`config.mk`:
```
export PLATFORM = sky130hd
export DESIGN_NAME = vec_load_unit
export DESIGN_NICKNAME = d
export VERILOG_FILES = /design/src/rtl/vec_load_unit.sv
export SDC_FILE = /design/constraint.sdc
export NUM_CORES = 1
export LEC_CHECK = 0
export BUFFER_PORTS_ARGS = -buffer_cell sky130_fd_sc_hd__buf_2
export CAP_MARGIN = 20
export CORE_UTILIZATION = 55
export CTS_CLUSTER_SIZE = 16
export DETAILED_ROUTE_END_ITERATION = 6
export HOLD_SLACK_MARGIN = 0.02
export PLACE_DENSITY = 0.81
export SLEW_MARGIN = 40
export SYNTH_ARGS = -nofsm -noshare
export SYNTH_HDL_FRONTEND = slang
export SYNTH_SLANG_ARGS = --single-unit
```
`constraint.sdc`:
```
create_clock -name clk -period 4.1 [get_ports clk]
set_input_delay 0.82 -clock clk [delete_from_list [all_inputs] [get_ports clk]]
set_output_delay 0.82 -clock clk [all_outputs]
set_load 0.05 [all_outputs]
```
`src/rtl/vec_load_unit.sv`:
```
// Frame assembler: header, length and element bytes in, one vector write out for the register bank.
// Optional checksum byte after the data when VEC_LOAD_CHECKSUM_EN is defined.
module vec_load_unit #(
  parameter int BITS = 8,
  parameter int N    = 64
) (
  input  logic                     clk,
  input  logic                     rst_n,
  input  logic [BITS-1:0]          s_data,
  input  logic                     s_valid,
  output logic                     s_ready,
  output logic [N-1:0][BITS-1:0]   vec_out,
  output logic [BITS-1:0]          len_out,
  output logic [3:0]               sel_out,
  output logic                     write,
  output logic                     busy,
  output logic                     err
);

  typedef enum logic [2:0] {
    S_IDLE   = 3'd0,
    S_LEN    = 3'd1,
    S_DATA   = 3'd2,
    S_CHK    = 3'd3,
    S_COMMIT = 3'd4
  } state_t;

  localparam logic [BITS-1:0] N_L = BITS'(N);

  state_t                   r_state;
  state_t                   w_next;
  state_t                   w_tail;
  logic [BITS-1:0]          r_cnt;
  logic [BITS-1:0]          r_raw;
  logic [BITS-1:0]          r_len;
  logic [3:0]               r_sel;
  logic [N-1:0][BITS-1:0]   r_vec;
  logic                     w_xfer;
  logic                     w_hdr_xfer;
  logic                     w_dat_xfer;
  logic                     w_commit;
  logic                     w_over;

  assign w_xfer     = s_valid && s_ready;
  assign w_hdr_xfer = w_xfer && (r_state == S_IDLE);
  assign w_dat_xfer = w_xfer && (r_state == S_DATA);
  assign w_commit   = (r_state == S_COMMIT);
  assign w_over     = (r_raw > N_L);

`ifdef VEC_LOAD_CHECKSUM_EN
  assign w_tail = S_CHK;
`else
  assign w_tail = S_COMMIT;
`endif

  always_ff @(posedge clk or negedge rst_n) begin
    if (!rst_n) r_state <= S_IDLE;
    else        r_state <= w_next;
  end

  always_comb begin
    w_next  = r_state;
    s_ready = 1'b1;
    case (r_state)
      S_IDLE: if (w_xfer) w_next = S_LEN;
      S_LEN:  if (w_xfer) w_next = (s_data == '0) ? w_tail : S_DATA;
      S_DATA: if (w_xfer && (r_cnt == r_raw - 1'b1)) w_next = w_tail;
`ifdef VEC_LOAD_CHECKSUM_EN
      S_CHK:  if (w_xfer) w_next = S_COMMIT;
`endif
      S_COMMIT: begin
        s_ready = 1'b0;
        w_next  = S_IDLE;
      end
      default: w_next = S_IDLE;
    endcase
  end

  always_ff @(posedge clk or negedge rst_n) begin
    if (!rst_n) begin
      r_cnt <= '0;
      r_raw <= '0;
      r_len <= '0;
      r_sel <= '0;
    end else if (w_xfer) begin
      case (r_state)
        S_IDLE: begin
          r_sel <= s_data[3:0];
          r_cnt <= '0;
        end
        S_LEN: begin
          r_raw <= s_data;
          r_len <= (s_data > N_L) ? N_L : s_data;
        end
        S_DATA:  r_cnt <= r_cnt + 1'b1;
        default: ;
      endcase
    end
  end

  // Each element owns its register; overflow bytes (counter >= N) match no element and vanish.
  for (genvar gi = 0; gi < N; gi++) begin : g_elem
    always_ff @(posedge clk or negedge rst_n) begin
      if (!rst_n)                                  r_vec[gi] <= '0;
      else if (w_hdr_xfer)                         r_vec[gi] <= '0;
      else if (w_dat_xfer && (r_cnt == BITS'(gi))) r_vec[gi] <= s_data;
    end
  end

`ifdef VEC_LOAD_CHECKSUM_EN
  logic [BITS-1:0] r_xor;
  logic            r_chk_bad;

  always_ff @(posedge clk or negedge rst_n) begin
    if (!rst_n) begin
      r_xor     <= '0;
      r_chk_bad <= 1'b0;
    end else if (w_xfer) begin
      case (r_state)
        S_IDLE: begin
          r_xor     <= s_data;
          r_chk_bad <= 1'b0;
        end
        S_LEN, S_DATA: r_xor <= r_xor ^ s_data;
        S_CHK:         r_chk_bad <= (s_data != r_xor);
        default: ;
      endcase
    end
  end

  assign write = w_commit && !r_chk_bad;
  assign err   = w_commit && (w_over || r_chk_bad);
`else
  assign write = w_commit;
  assign err   = w_commit && w_over;
`endif

  assign busy    = (r_state != S_IDLE);
  assign vec_out = r_vec;
  assign len_out = r_len;
  assign sel_out = r_sel;

endmodule

```
-- Yosys cells after proc, flatten, opt, wreduce, memory -nomap -nowiden
Cells that the tools add are included.
- reductions and logical operators: 142
- mux-type cells: 136
- order comparisons: 2
- eq/ne operators: 70
- add/subtract/negate cells: 2
- operators by type and width (cell ; number):
    8-bit 2-to-1 mux ; 129
    8-bit by 6-bit equality test with 1-bit output (second input constant) ; 32
    2-bit nonzero test ; 65
    8-bit by 5-bit equality test with 1-bit output (second input constant) ; 16
    1-bit logical AND ; 69
    8-bit by 4-bit equality test with 1-bit output (second input constant) ; 8
    8-bit by 3-bit equality test with 1-bit output (second input constant) ; 4
    8-bit by 2-bit equality test with 1-bit output (second input constant) ; 2
    8-bit by 7-bit greater-than comparator with 1-bit output (second input constant) ; 2
    8-bit logical NOT ; 2
    8-bit case mux with 2 select lines ; 1
    3-bit 2-to-1 mux ; 4
    3-bit case mux with 3 select lines ; 1
    8-bit by 1-bit adder with 8-bit output (second input constant) ; 1
    8-bit by 1-bit equality test with 1-bit output (second input constant) ; 1
    8-bit equality test ; 1
    8-bit by 1-bit subtractor with 8-bit output (second input constant) ; 1
    2-bit AND reduction ; 3
    2-bit inequality test (second input constant) ; 2
    3-bit by 1-bit equality test with 1-bit output (second input constant) ; 1
    3-bit by 2-bit equality test with 1-bit output (second input constant) ; 1
    3-bit equality test (second input constant) ; 1
    3-bit logical NOT ; 1
    3-bit AND reduction ; 1
    3 further kinds ; 3
- bits of input ports: 11
- logic and storage cells: 421
- output and inout bits: 528
- bits in registers: 543

-- Depth between registers and ports, before layout
- word-level depth: 7
- depth in mapped cells: 8
- mapped depth without buffers: 7

-- Least setup slack after synthesis
Ideal clock, no wire load.
- path type: register -> output
- start point: register r_state[1]
- end point: output err
- required time: 3280 ps
- data arrival time: 1883 ps
- cell stages (with the launch flop): 5
- buffers on the path: 1
- slack: 1397 ps
- path through: dfrtp_1 clkbuf_1 nor2_1 nand2_1 a21oi_1
- word-level cells in the longest chain between the ends: 2
- ends and longest elaborated chain (what ; line ; RTL):
    start: declaration ; 30 ; state_t r_state;
    start signal: assignment ; 58 ; else r_state <= w_next;
    3-bit equality test ; 47 ; assign w_commit = (r_state == S_COMMIT);
    1-bit logical AND ; 135 ; assign err = w_commit && w_over;
    end: declaration ; 17 ; output logic err
No other way between the ends.

-- Final worst setup path
- start point: register r_raw[3]
- end point: output err
- word-level cells in the longest chain between the ends: 2
- ends and longest elaborated chain (what ; line ; RTL):
    start: declaration ; 34 ; logic [BITS-1:0] r_raw;
    start signal: assignment ; 92 ; r_raw <= s_data;
    8-bit by 7-bit greater-than comparator with 1-bit output ; 48 ; assign w_over = (r_raw > N_L);
    1-bit logical AND ; 135 ;
No other way between the ends.

==> impl_metrics.env <==
export IMPL_ys_async_sr_fraction_pct=100.0
export IMPL_placed_area_sq_mm=0.02628
export IMPL_min_path_type="in -> async"
export IMPL_syn_area_sq_mm=0.02314
export IMPL_cts_setup_buffers=0
export IMPL_synth_fp_nets=2563
export IMPL_synth_edf_count=0
export IMPL_h_tree_depth=2
export IMPL_synth_largest_area_cell="dfrtp_1"
export IMPL_layout_drive_gt1_share_pct=24.84
export IMPL_worstSetupPathType="reg -> out"
export IMPL_synth_main_ff_cell="dfrtp_1"
export IMPL_synth_distinct_cells=48
export IMPL_post_route_drc_count=38
export IMPL_startpoint_type="register"
export IMPL_die_area_sq_mm=0.04289
export IMPL_rows=74
export IMPL_wl_per_cell_um=22.69
export IMPL_area_growth_syn_to_layout_pct=22.41
export IMPL_yosysSeqAreaShare_pct=58.72
export IMPL_slew_headroom_pct=40.26
export IMPL_die_h_um=207.1
export IMPL_rsz0062_at_grt="false"
export IMPL_nFillCells=3139
export IMPL_clk_pin_slew_ns=0.06
export IMPL_setup_slack_ns=1.204
export IMPL_dp_hpwl_um=52190
export IMPL_drv_cap=0
export IMPL_cts_tree="done"
export IMPL_worst_slew_pin_slew_ns=0.8960
export IMPL_gp_congestion=0.8688
export IMPL_grt_pass1_vias=21420
export IMPL_fin_nets=3003
export IMPL_io_buffers=538
export IMPL_max_stage_delay_ns=0.48
export IMPL_worstPathCellList="or3_1 -> o21ai_0 -> a21oi_1 -> buf_2"
export IMPL_status="finished with violations"
export IMPL_numCtsBuffers=54
export IMPL_postRouteAntennaNets=0
export IMPL_vias=21930
export IMPL_worst_ir_drop_vdd_mv=0.5748
export IMPL_ys_ff_latch=543
export IMPL_routed_wirelength_um=80880
export IMPL_r2r_end="vec_out[229]$_DFFE_PN0P_"
export IMPL_slew_violations=0
export IMPL_violations="DRC"
export IMPL_clock_skew_final_ns=0.01925
export IMPL_clock_sinks=543
export IMPL_cts_repair_resized=0
export IMPL_register_area_sq_mm=0.01359
export IMPL_cp_arrival_ns=2.08
export IMPL_multiInputGateArea_sq_mm=0.008462
export IMPL_hold_ws_ns=0.06258
export IMPL_critPathMaxFanout=8
export IMPL_tns_ns=0
export IMPL_firstDrtPassIters=7
export IMPL_critPathRequiredTime_ns=3.28
export IMPL_min_period_ns=2.896
export IMPL_clock_fmax_mhz=345.3
export IMPL_synth_area_per_cell_sq_um=9.088
export IMPL_regToRegStartpoint="r_cnt[2]$_DFFE_PN0P_"
export IMPL_r2r_slack_ns=1.26
export IMPL_power_density_mw_per_mm2=472.2
export IMPL_antenna_found_initial=1
export IMPL_yosys_warnings=0
export IMPL_final_cell_area_sq_mm=0.02832
export IMPL_synth_common_cells="nand2_1 (604), dfrtp_1 (543), nand3_1 (515)"
export IMPL_syn_inst=2546
export IMPL_hold_buffers=0
export IMPL_cp_buffers_inverters=1
export IMPL_coreArea_sq_mm=0.04120
export IMPL_grt_usage_pct=37.12
export IMPL_synth_top_area_share_pct=58.72
export IMPL_synthTopCellsByArea="dfrtp_1 (59%), nand3_1 (11%), a21oi_1 (11%), nand2_1 (9.8%), buf_2 (2.0%)"
export IMPL_critical_path_slowest_cell="or3_1"
export IMPL_cts_root_buffer="clkbuf_16"
export IMPL_crit_family="simple AND/OR/NAND/NOR gates"
export IMPL_power_uw=13370
export IMPL_finalCritPeriodShare_pct=70.64
export IMPL_power_leakage_uw=0.01374
export IMPL_clk_path_buf_depth=3
export IMPL_drt_iter0_markers=2648
export IMPL_pin_count=539
export IMPL_clk_latency_ns=0.61
export IMPL_pre_cts_ws_ns=1.090
export IMPL_end_kind="primary output"
export IMPL_die_width_um=207.1
export IMPL_overflow=0
export IMPL_initial_core_util_pct=56.16
export IMPL_avgViaCountPerCell=6.154
export IMPL_grt_pass1_wl_um=124100
export IMPL_synth_most_common_cell="nand2_1"
export IMPL_finalSetupViolCount=0
export IMPL_rr_worst_depth=5
export IMPL_final_hold_violation_count=0
export IMPL_grt_start_max_net_pins=158
## stage by stage
stage	cells	util, %
after floorplan	2546	-
after global placement	3455	63.64
after detailed placement	3457	63.77
after CTS	3558	68.51
after global routing	3564	68.75
final	3564	68.75
## worst max path at each step
stage | from | end | slack [ns] | cells after the start
2_1_floorplan | r_state[1]$_DFFE_PN0P_ | err | 1.40 | 4
3_3_place_gp | s_valid | vec_out[402]$_DFFE_PN0P_ | 1.16 | 7
3_5_place_dp | s_valid | vec_out[406]$_DFFE_PN0P_ | 1.09 | 7
4_1_cts | r_raw[3]$_DFFE_PN0P_ | err | 1.17 | 4
5_1_grt | r_cnt[2]$_DFFE_PN0P_ | vec_out[99]$_DFFE_PN0P_ | 1.11 | 5
6_report | r_raw[3]$_DFFE_PN0P_ | err | 1.20 | 4
## layer usage
metal	up-vias	global-route usage, %	routed length [um]
li1	9531	-	-
met3	287	10.25	9335
met4	0	22.47	4678
met2	1383	57.20	37310
met5	-	0	0
met1	10730	46.98	29560
## sequential cells by signal, summed over array words and instances (netlist names)
register and flops:
sel_out 4, vec_out 512, len_out 8, r_raw 8, r_cnt 8, r_state 3
## final cells by class
type | count | area share [%]
flip-flops and latches | 543 | 47.97
multi-input cells | 1752 | 29.87
repair buffers | 627 | 12.80
clock buffers | 77 | 5.690
well taps | 532 | 2.350
clock inverters | 24 | 1.202
inverters | 8 | 0.1060
diodes | 1 | 0.008835
## placed cells by master, fill, tap and decap left out, drive strengths merged, types with 8 or more instances in the layout
| master | instances |
|---|---|
| nor3 | 11 |
| inv | 11 |
| nand3 | 515 |
| nor2 | 25 |
| nand2 | 604 |
| clkinv | 11 |
| clkbuf | 77 |
| bufinv | 8 |
| dfrtp | 543 |
| xor2 | 9 |
| a21oi | 514 |
| buf | 627 |
## power by group
part           leakage, uW  switching [uW]  internal, uW
clock network     0.000962            2160          3240
logic              0.00522            1770           493
registers          0.00756             182          5530
total               0.0137            4110          9260
## cells by family after synthesis
group,count (synthesis),share of synthesized area [%]
compound gates,538,11.91
xor+xnor,14,0.5299
fa+ha+maj,6,0.3244
buf+inv,251,4.959
flops,543,58.72
mux,5,0.2379
simple gates,1189,23.31
(Power assumes the default switching activity.)
